--- config.mk ---
export PLATFORM = sky130hd
export DESIGN_NAME = param_updown_counter_flat
export DESIGN_NICKNAME = d
export VERILOG_FILES = /design/src/rtl/param_updown_counter_if.sv /design/src/rtl/param_updown_counter.sv /design/src/flat_wrapper.sv
export SDC_FILE = /design/constraint.sdc
export NUM_CORES = 1
export LEC_CHECK = 0
export CAP_MARGIN = 10
export CORE_MARGIN = 2
export CORE_UTILIZATION = 37
export DETAILED_ROUTE_END_ITERATION = 12
export PLACE_DENSITY_LB_ADDON = 0.05
export SYNTH_ARGS = -nofsm -noshare
export SYNTH_HDL_FRONTEND = slang
export SYNTH_SLANG_ARGS = --single-unit
--- constraint.sdc ---
create_clock -name clk -period 2.2 [get_ports clk]
set_input_delay 0.44 -clock clk [delete_from_list [all_inputs] [get_ports clk]]
set_output_delay 0.44 -clock clk [all_outputs]
set_load 0.02 [all_outputs]
--- src/rtl/param_updown_counter_if.sv ---
// ---------------------------------------------------------------------------
// param_updown_counter_if
//
// Bundles the control and status signals of one param_updown_counter stage.
//
// Parameter:
//   WIDTH     counter width in bits; must match the attached counter's WIDTH
//
// Signals:
//   en        count enable (one step per cycle while high)
//   up        direction, 1 = increment, 0 = decrement
//   load      parallel load strobe
//   load_val  value to load (clamped to MOD-1 by the counter)
//   count     registered current count
//   tc        combinational terminal count, feeds en of the next stage
//   wrap      registered one-cycle pulse after a bound-crossing update
//   zero      registered flag, high while count == 0
//
// Modports:
//   master    drives the controls and observes the status (user side)
//   slave     the counter itself
// ---------------------------------------------------------------------------
interface param_updown_counter_if #(
  parameter int WIDTH = 4
);
  logic             en;
  logic             up;
  logic             load;
  logic [WIDTH-1:0] load_val;
  logic [WIDTH-1:0] count;
  logic             tc;
  logic             wrap;
  logic             zero;

  modport master (
    output en, up, load, load_val,
    input  count, tc, wrap, zero
  );

  modport slave (
    input  en, up, load, load_val,
    output count, tc, wrap, zero
  );
endinterface

--- src/rtl/param_updown_counter.sv ---
// ---------------------------------------------------------------------------
// param_updown_counter
//
// Parametrised synchronous up/down counter with modulus, parallel load and
// cascade outputs. Count range is 0..MOD-1.
//
// The counter width may be 2..32 bits; the modulus may be 2..2**WIDTH, and
// elaboration stops with an error outside those ranges.
//
// Ports:
//   clk    rising-edge clock
//   reset  synchronous active-high reset
//   bus    param_updown_counter_if.slave: en, up, load, load_val in;
//          count, tc, wrap, zero out
//
// Priority per edge: reset > load > en > hold.
//
// Compile-time option:
//   COUNTER_SATURATE_EN  when defined the counter holds at the bounds instead
//                        of wrapping, and wrap is tied low. tc still asserts
//                        at the bound so saturation is visible outside.
// ---------------------------------------------------------------------------
module param_updown_counter #(
  parameter int              WIDTH = 4,
  parameter longint unsigned MOD   = 16
) (
  input logic                   clk,
  input logic                   reset,
  param_updown_counter_if.slave bus
);

  // Parameter legality is checked at elaboration.
  if (WIDTH < 2 || WIDTH > 32) begin : g_bad_width
    $error("param_updown_counter: WIDTH must be in 2..32");
  end
  if (MOD < 2 || MOD > (64'd1 << WIDTH)) begin : g_bad_mod
    $error("param_updown_counter: MOD must be in 2..2**WIDTH");
  end

  // Arithmetic is done one bit wider than the count so that MOD == 2**WIDTH
  // never relies on natural binary overflow.
  localparam logic [WIDTH:0] MOD_MAX = (WIDTH+1)'(MOD - 64'd1);
  localparam logic [WIDTH:0] ONE_EXT = (WIDTH+1)'(1);

  logic [WIDTH-1:0] count_reg;
  logic [WIDTH-1:0] count_next;
  logic             zero_reg;

  logic [WIDTH:0]   count_ext;
  logic [WIDTH:0]   inc_ext;
  logic [WIDTH:0]   dec_ext;
  logic [WIDTH:0]   load_ext;
  logic             inc_over;   // count sits at MOD-1
  logic             dec_under;  // count sits at 0
  logic             load_clamp;

  assign count_ext  = {1'b0, count_reg};
  assign inc_ext    = count_ext + ONE_EXT;
  assign dec_ext    = count_ext - ONE_EXT;
  assign load_ext   = {1'b0, bus.load_val};

  // An increment past MOD-1 or a borrow out of 0 marks the bound.
  assign inc_over   = (inc_ext > MOD_MAX);
  assign dec_under  = dec_ext[WIDTH];
  assign load_clamp = (load_ext > MOD_MAX);

  // Terminal count is purely combinational so a cascaded stage steps on the
  // same edge as this stage's bound crossing.
  assign bus.tc = bus.en & (bus.up ? inc_over : dec_under);

`ifdef COUNTER_SATURATE_EN

  // Saturating variant: bounds hold the count, wrap never fires.
  always_comb begin
    count_next = count_reg;
    if (bus.load) begin
      count_next = load_clamp ? MOD_MAX[WIDTH-1:0] : bus.load_val;
    end else if (bus.en) begin
      if (bus.up) begin
        if (!inc_over) begin
          count_next = inc_ext[WIDTH-1:0];
        end
      end else begin
        if (!dec_under) begin
          count_next = dec_ext[WIDTH-1:0];
        end
      end
    end
  end

  always_ff @(posedge clk) begin
    if (reset) begin
      count_reg <= '0;
      zero_reg  <= 1'b1;
    end else begin
      count_reg <= count_next;
      zero_reg  <= (count_next == '0);
    end
  end

  assign bus.wrap = 1'b0;

`else

  logic wrap_reg;
  logic wrap_next;

  // Wrapping variant: crossing a bound jumps to the opposite bound and
  // raises wrap for exactly the following cycle.
  always_comb begin
    count_next = count_reg;
    wrap_next  = 1'b0;
    if (bus.load) begin
      count_next = load_clamp ? MOD_MAX[WIDTH-1:0] : bus.load_val;
    end else if (bus.en) begin
      if (bus.up) begin
        if (inc_over) begin
          count_next = '0;
          wrap_next  = 1'b1;
        end else begin
          count_next = inc_ext[WIDTH-1:0];
        end
      end else begin
        if (dec_under) begin
          count_next = MOD_MAX[WIDTH-1:0];
          wrap_next  = 1'b1;
        end else begin
          count_next = dec_ext[WIDTH-1:0];
        end
      end
    end
  end

  always_ff @(posedge clk) begin
    if (reset) begin
      count_reg <= '0;
      wrap_reg  <= 1'b0;
      zero_reg  <= 1'b1;
    end else begin
      count_reg <= count_next;
      wrap_reg  <= wrap_next;
      zero_reg  <= (count_next == '0);
    end
  end

  assign bus.wrap = wrap_reg;

`endif

  assign bus.count = count_reg;
  assign bus.zero  = zero_reg;

endmodule

--- src/flat_wrapper.sv ---
// flat-port wrapper written by rule: the top's interface ports become plain ports
module param_updown_counter_flat 
#(
  parameter int              WIDTH = 4,
  parameter longint unsigned MOD   = 16
)
  (clk, reset, bus_en, bus_up, bus_load, bus_load_val, bus_count, bus_tc, bus_wrap, bus_zero);
  param_updown_counter_if #(.WIDTH(WIDTH)) bus_i ();
  input logic clk;
  input logic reset;
  input wire logic [$bits(bus_i.en)-1:0] bus_en;
  input wire logic [$bits(bus_i.up)-1:0] bus_up;
  input wire logic [$bits(bus_i.load)-1:0] bus_load;
  input wire logic [$bits(bus_i.load_val)-1:0] bus_load_val;
  output wire logic [$bits(bus_i.count)-1:0] bus_count;
  output wire logic [$bits(bus_i.tc)-1:0] bus_tc;
  output wire logic [$bits(bus_i.wrap)-1:0] bus_wrap;
  output wire logic [$bits(bus_i.zero)-1:0] bus_zero;
  assign bus_i.en = bus_en;
  assign bus_i.up = bus_up;
  assign bus_i.load = bus_load;
  assign bus_i.load_val = bus_load_val;
  assign bus_count = bus_i.count;
  assign bus_tc = bus_i.tc;
  assign bus_wrap = bus_i.wrap;
  assign bus_zero = bus_i.zero;
  param_updown_counter #(.WIDTH(WIDTH), .MOD(MOD)) u_core (.clk(clk), .reset(reset), .bus(bus_i));
endmodule
* After elaboration in Yosys (flattened, before gate mapping)
Cells that the tools add are included.
Cells by class: reductions and logical operators 2, bitwise logic cells 2, magnitude comparators 2, muxes and demuxes 10, add/sub/neg operators 2
Operators with widths (number):
- 2-to-1 mux 4 bit | 6
- adder 4 x 1 -> 5 bit (second input constant) | 1
- greater-than comparator 5 x 4 -> 1 bit (second input constant) | 1
- subtractor 4 x 1 -> 5 bit (second input constant) | 1
- greater-than comparator 4 bit (second input constant) | 1
- logical NOT 4 bit | 1
- 2-to-1 mux 1 bit | 4
- OR reduction 3 bit | 1
- AND 1 bit | 1
- inverter 1 bit | 1
Storage, ports and cells: logic and storage cells 21, input port bits 9, bits in registers 6, output and inout bits 7

* Longest topological paths before layout
depth in word-level cells 7, mapped depth 7, gate-level depth less buffers 7

* Worst setup path before layout
OpenSTA, ideal clock, no wires.
path kind reg2out, from reg u_core.count_reg[0], in the netlist u_core.bus.count[0], to out bus_tc, buffers on the path 0, arrival 1.699 ns, stages on the path, launching flop included 7, required time 1.760 ns, path slack 0.061 ns, cell sequence dfxtp_1 > inv_1 > ha_1 > nor3b_1 > a21oi_1 > nor2_1 > o21a_1
On the way: word-level cells in the longest chain between the ends 4, elaborated cells between the ends (all ways) 5, those cells by class add/sub: 2; order compare: 1; mux: 1; bitwise: 1
Ends and longest elaborated chain:
- from (decl) | line param_updown_counter.sv:45 | logic [WIDTH-1:0] count_reg;
- from (signal assigned) | line param_updown_counter.sv:140 | count_reg <= count_next;
- adder 4 x 1 -> 5 bit | line param_updown_counter.sv:58 | assign inc_ext = count_ext + ONE_EXT;
- greater-than comparator 5 x 4 -> 1 bit | line param_updown_counter.sv:63 | assign inc_over = (inc_ext > MOD_MAX);
- 2-to-1 mux 1 bit * | line param_updown_counter.sv:69 | assign bus.tc = bus.en & (bus.up ? inc_over : dec_under);
- AND 1 bit * | line param_updown_counter.sv:69
- to (decl) | line flat_wrapper.sv:16 | output wire logic [$bits(bus_i.tc)-1:0] bus_tc;
Mark *: on every way between the ends. The rest lies on a longest branch, timed or not.

* Worst setup path after layout
from reg u_core.count_reg[1], in the netlist u_core.bus.count[1], to out bus_tc
Same word-level chain as after synthesis.

==> results.md <==
- The number of top-level design ports is 16.
- The clock network burns 25.1% of the power.
- STA puts the critical path data required time at 1760 ps.
- The hold-fix buffer count after cts is 0.
- The post-route minimum period is 2040 ps.
- The floorplan has 13 rows.
- In this run the power density over the cells is 483 mW/mm^2.
- Once detail routing completed, the nets flagged for antenna violations numbered 0.
- The max-slew violation count is 0.
- Clock-pin slew was measured on the worst setup and hold paths at 40 ps.
- The number of instances in the synthesized netlist is 62.
- The share of cells above drive strength 1 is 33.0%.
- The first detailed-routing pass took 4 iterations.
- The peak supply drop is 0.000525 V.
- The final design area excluding fillers is 806 um^2.
- By startpoint and endpoint, the worst setup path is classified as register to primary output.
- The switching share of power is 30.4%.
- The utilization after layout is 64.3%.
- In this run the vertical extent of the chip is 40.2 um.
- The root buffer cell chosen for the clock tree is clkbuf_4.
- The final weighted congestion of routability-driven global placement is 0.877.
- 0 antenna diodes ended up in the layout.
- The nature of the critical path startpoint is a register.
- The tightest min-delay check is of the register to register type.
- After detailed routing, the number of remaining DRC violations is 0.
- The worst hold slack is 854 ps.
- The ratio of final minimum period to clock period is 92.8%.
- The number of global-route vias before repair is 507.
- The flow ran to the end, and the final reports show no timing, DRC or antenna violations.
- The first global-routing pass estimated 2.10 mm of wire.
- The number of filler cells placed in the layout is 117.
- The placed instances occupy a cell area of 754 um^2.
- After detailed routing, the average wire length per cell comes to 12.2 um.
- The net switching power of the design is 0.000119 W.
- The depth of the most critical reg-to-reg path is 6.
- The commonest non-fill, non-tap cell in the layout is buf_4.
- Sequential cells burn 31.2% of the power.
- For the pin with the worst max-slew slack, the measured transition is 379 ps.
- Sorting the synthesized cells by area gives the leading types as dfxtp_1 25%, ha_1 7.8%, o21ai_0 7.2%, a21oi_1 6.2%, nor2_1 6.2%.
- The timing-limited maximum frequency is 490 MHz.
- The number of buffers created by CTS is 3.
- The worst hold path begins at u_core.bus.count[3].
- The die is 40.2 um wide.
- The internal portion of the total power is 0.000271 W.
- Setup slack on the worst reg-to-reg path comes out at 420 ps.
- Across the run, the number of max-cap violations was 0.
- In this run the mean area of a mapped cell was 7.81 um^2.
- The die area is 0.00161 mm^2.
- In the final design database the tool counted 108 nets.
- CTS saw 6 sinks.
- The count of port buffers added during placement is 15.
- Using the TritonRoute via totals, the vias-per-cell ratio works out to 5.09.
- The maximum net fanout on the critical path is 2.
- The detailed router finished its first iteration with 11 violations.
- After synthesis, the largest area contributor takes up 24.8% of total cell area.
- The capturing point of the worst reg2reg path is u_core.bus.zero.
- The total number of yosys warnings is 0.
- The clock passes through at most 2 buffers.
- The CTS tree is done.
- The number of cells traversed by the worst hold path is 4.
- The routed layout has 555 vias.
- The total standard cell area after synthesis is 484 um^2.
- The number of distinct library cells after synthesis is 26.
- The number of register bits inferred by synthesis is 6.
- The leakage power summed over all cells is 0.328 nW.
- The clock skew after layout is 2.21 ps.
- The post-synthesis sequential area ratio is 24.8%.
- The count of endpoints failing hold in the final timing report is 0.
- The arrival time of data at the critical path endpoint is 1600 ps.
- The startpoint of the worst-slack reg-to-reg timing path is u_core.bus.count[0].
- The register with the most flip-flops in the layout has 4 of them.
- Leaving out fill and tap cells, the most frequent cells in the layout are 17 x buf_4, 14 x clkdlybuf4s50_1, 8 x nor2_1.
- The largest total area in the synthesized netlist belongs to dfxtp_1.
- The placeable core region is 0.00125 mm^2.
- The total of endpoints with negative setup slack in the final report is 0.
- Detailed placement ended at an HPWL of 1.10 mm.
- Once the clock tree was built, the setup fixing pass inserted 0 buffers.
- The largest net degree at the start of global routing is 10.
- The combinational share of power is 43.7%.
- Global routing finished with a remaining overflow of 0.
- The number of antenna violations at the first check in global routing is 0.
- From synthesis to final layout, the design area changed by 66.4%.
- The post-detailed-routing wire length is 1.33 mm.
- Across every metal layer, demand over resource in global routing totals 19.7%.
- For the final routed database, the setup TNS stands at 0 ps.
- The kind of end point of the critical path is a primary output.
- The maximum level of the CTS H-tree is 1.
- The normalized max-slew margin is 74.7%.
- Counting every net in the synthesized netlist gives 74.
- The clock insertion delay at the later pin of the skew report is 240 ps.
- The path with the worst hold slack has its endpoint at u_core.bus.count[2].
- The initial utilization of the core area, before any placement, comes to 38.7%.
==> what timing repair did <==
item | 4_1_cts | 5_1_grt
pin swaps | 0 | 4
gates resized for setup | 6 | 7
endpoints found under the setup margin | 1 | 1
==> power by group through the flow <==
stage / Sequential [W] / Clock (W) / Combinational [W]
3_3_place_gp: 0.000123 / 0 / 0.000159
4_1_cts: 0.000121 / 0.000102 / 0.000165
5_1_grt: 0.000122 / 0.000109 / 0.000186
6_report: 0.000122 / 0.0000978 / 0.000170
3_5_place_dp: 0.000123 / 0 / 0.000160
2_1_floorplan: 0.000135 / 0 / 0.0000655
==> metal layers <==
layer / global-route usage, % / up-vias / part of all wire, %
li1: - / 288 / -
met1: 21.7 / 247 / 43
met2: 33.9 / 16 / 50
met3: 10.0 / 4 / 4.9
met4: 4.17 / 0 / 1.7
met5: 0 / - / 0
==> cell usage after synthesis <==
library cell	instances
o21bai_1	1
nor2b_1	1
or4_4	1
a221oi_2	1
inv_2	1
nand2b_1	1
inv_1	2
o21ai_0	7
nor4b_1	2
nor3_1	2
buf_6	2
xor2_1	1
nand2_1	4
nor2_1	8
dfxtp_1	6
nand3_1	2
o31ai_1	1
a21oi_1	6
clkbuf_1	1
nor3b_1	3
ha_1	3
o211ai_1	1
o21a_1	2
a41o_1	1
xnor2_1	1
a2111oi_2	1
==> through the flow <==
stage               power, W  cells  worst slack (ps)
global placement    0.000281    106              -304
detailed placement  0.000282    106              -289
finish              0.000389    109               159
CTS                 0.000388    109              95.5
global route        0.000417    109            -0.452
floorplan           0.000200     62              61.3
==> layout make-up <==
| type | count | area, um^2 | area share (%) |
|---|---|---|---|
| inverters | 3 | 11.3 | 1.40 |
| multi-input cells | 50 | 353 | 43.8 |
| repair buffers | 32 | 279 | 34.6 |
| well taps | 15 | 18.8 | 2.33 |
| clock buffers | 3 | 22.5 | 2.80 |
| flip-flops and latches | 6 | 121 | 15.1 |
==> critical path, cell delays in order (launching register included) <==
cell,delay [ps]
dfxtp_1,340
inv_2,60
ha_4,260
nor3b_4,210
a21oi_1,60
nor2_1,140
o21a_1,170
buf_6,120
==> cells by family (layout without fill, tap and decap cells) <==
kind of cell	after synthesis	in the layout	share of synthesized area, %
AOI/OAI and AO/OA	21	21	29.5
xor gates and xnor gates	2	2	3.62
adders and majority gates	3	3	7.75
buffers and inverters	6	38	7.75
DFF	6	6	24.8
and+or+nand+nor	24	24	26.6
==> how the worst max path moves through the flow <==
stage	startpoint	to	slack, ps
floorplan	u_core.bus.count[0]	bus_tc	60
global route	u_core.bus.count[1]	bus_tc	-0.5
finish	u_core.bus.count[1]	bus_tc	160
CTS	u_core.bus.count[0]	bus_tc	100
detailed placement	bus_up	bus_tc	-290
global placement	bus_up	bus_tc	-300
(Power assumes the default switching activity.)
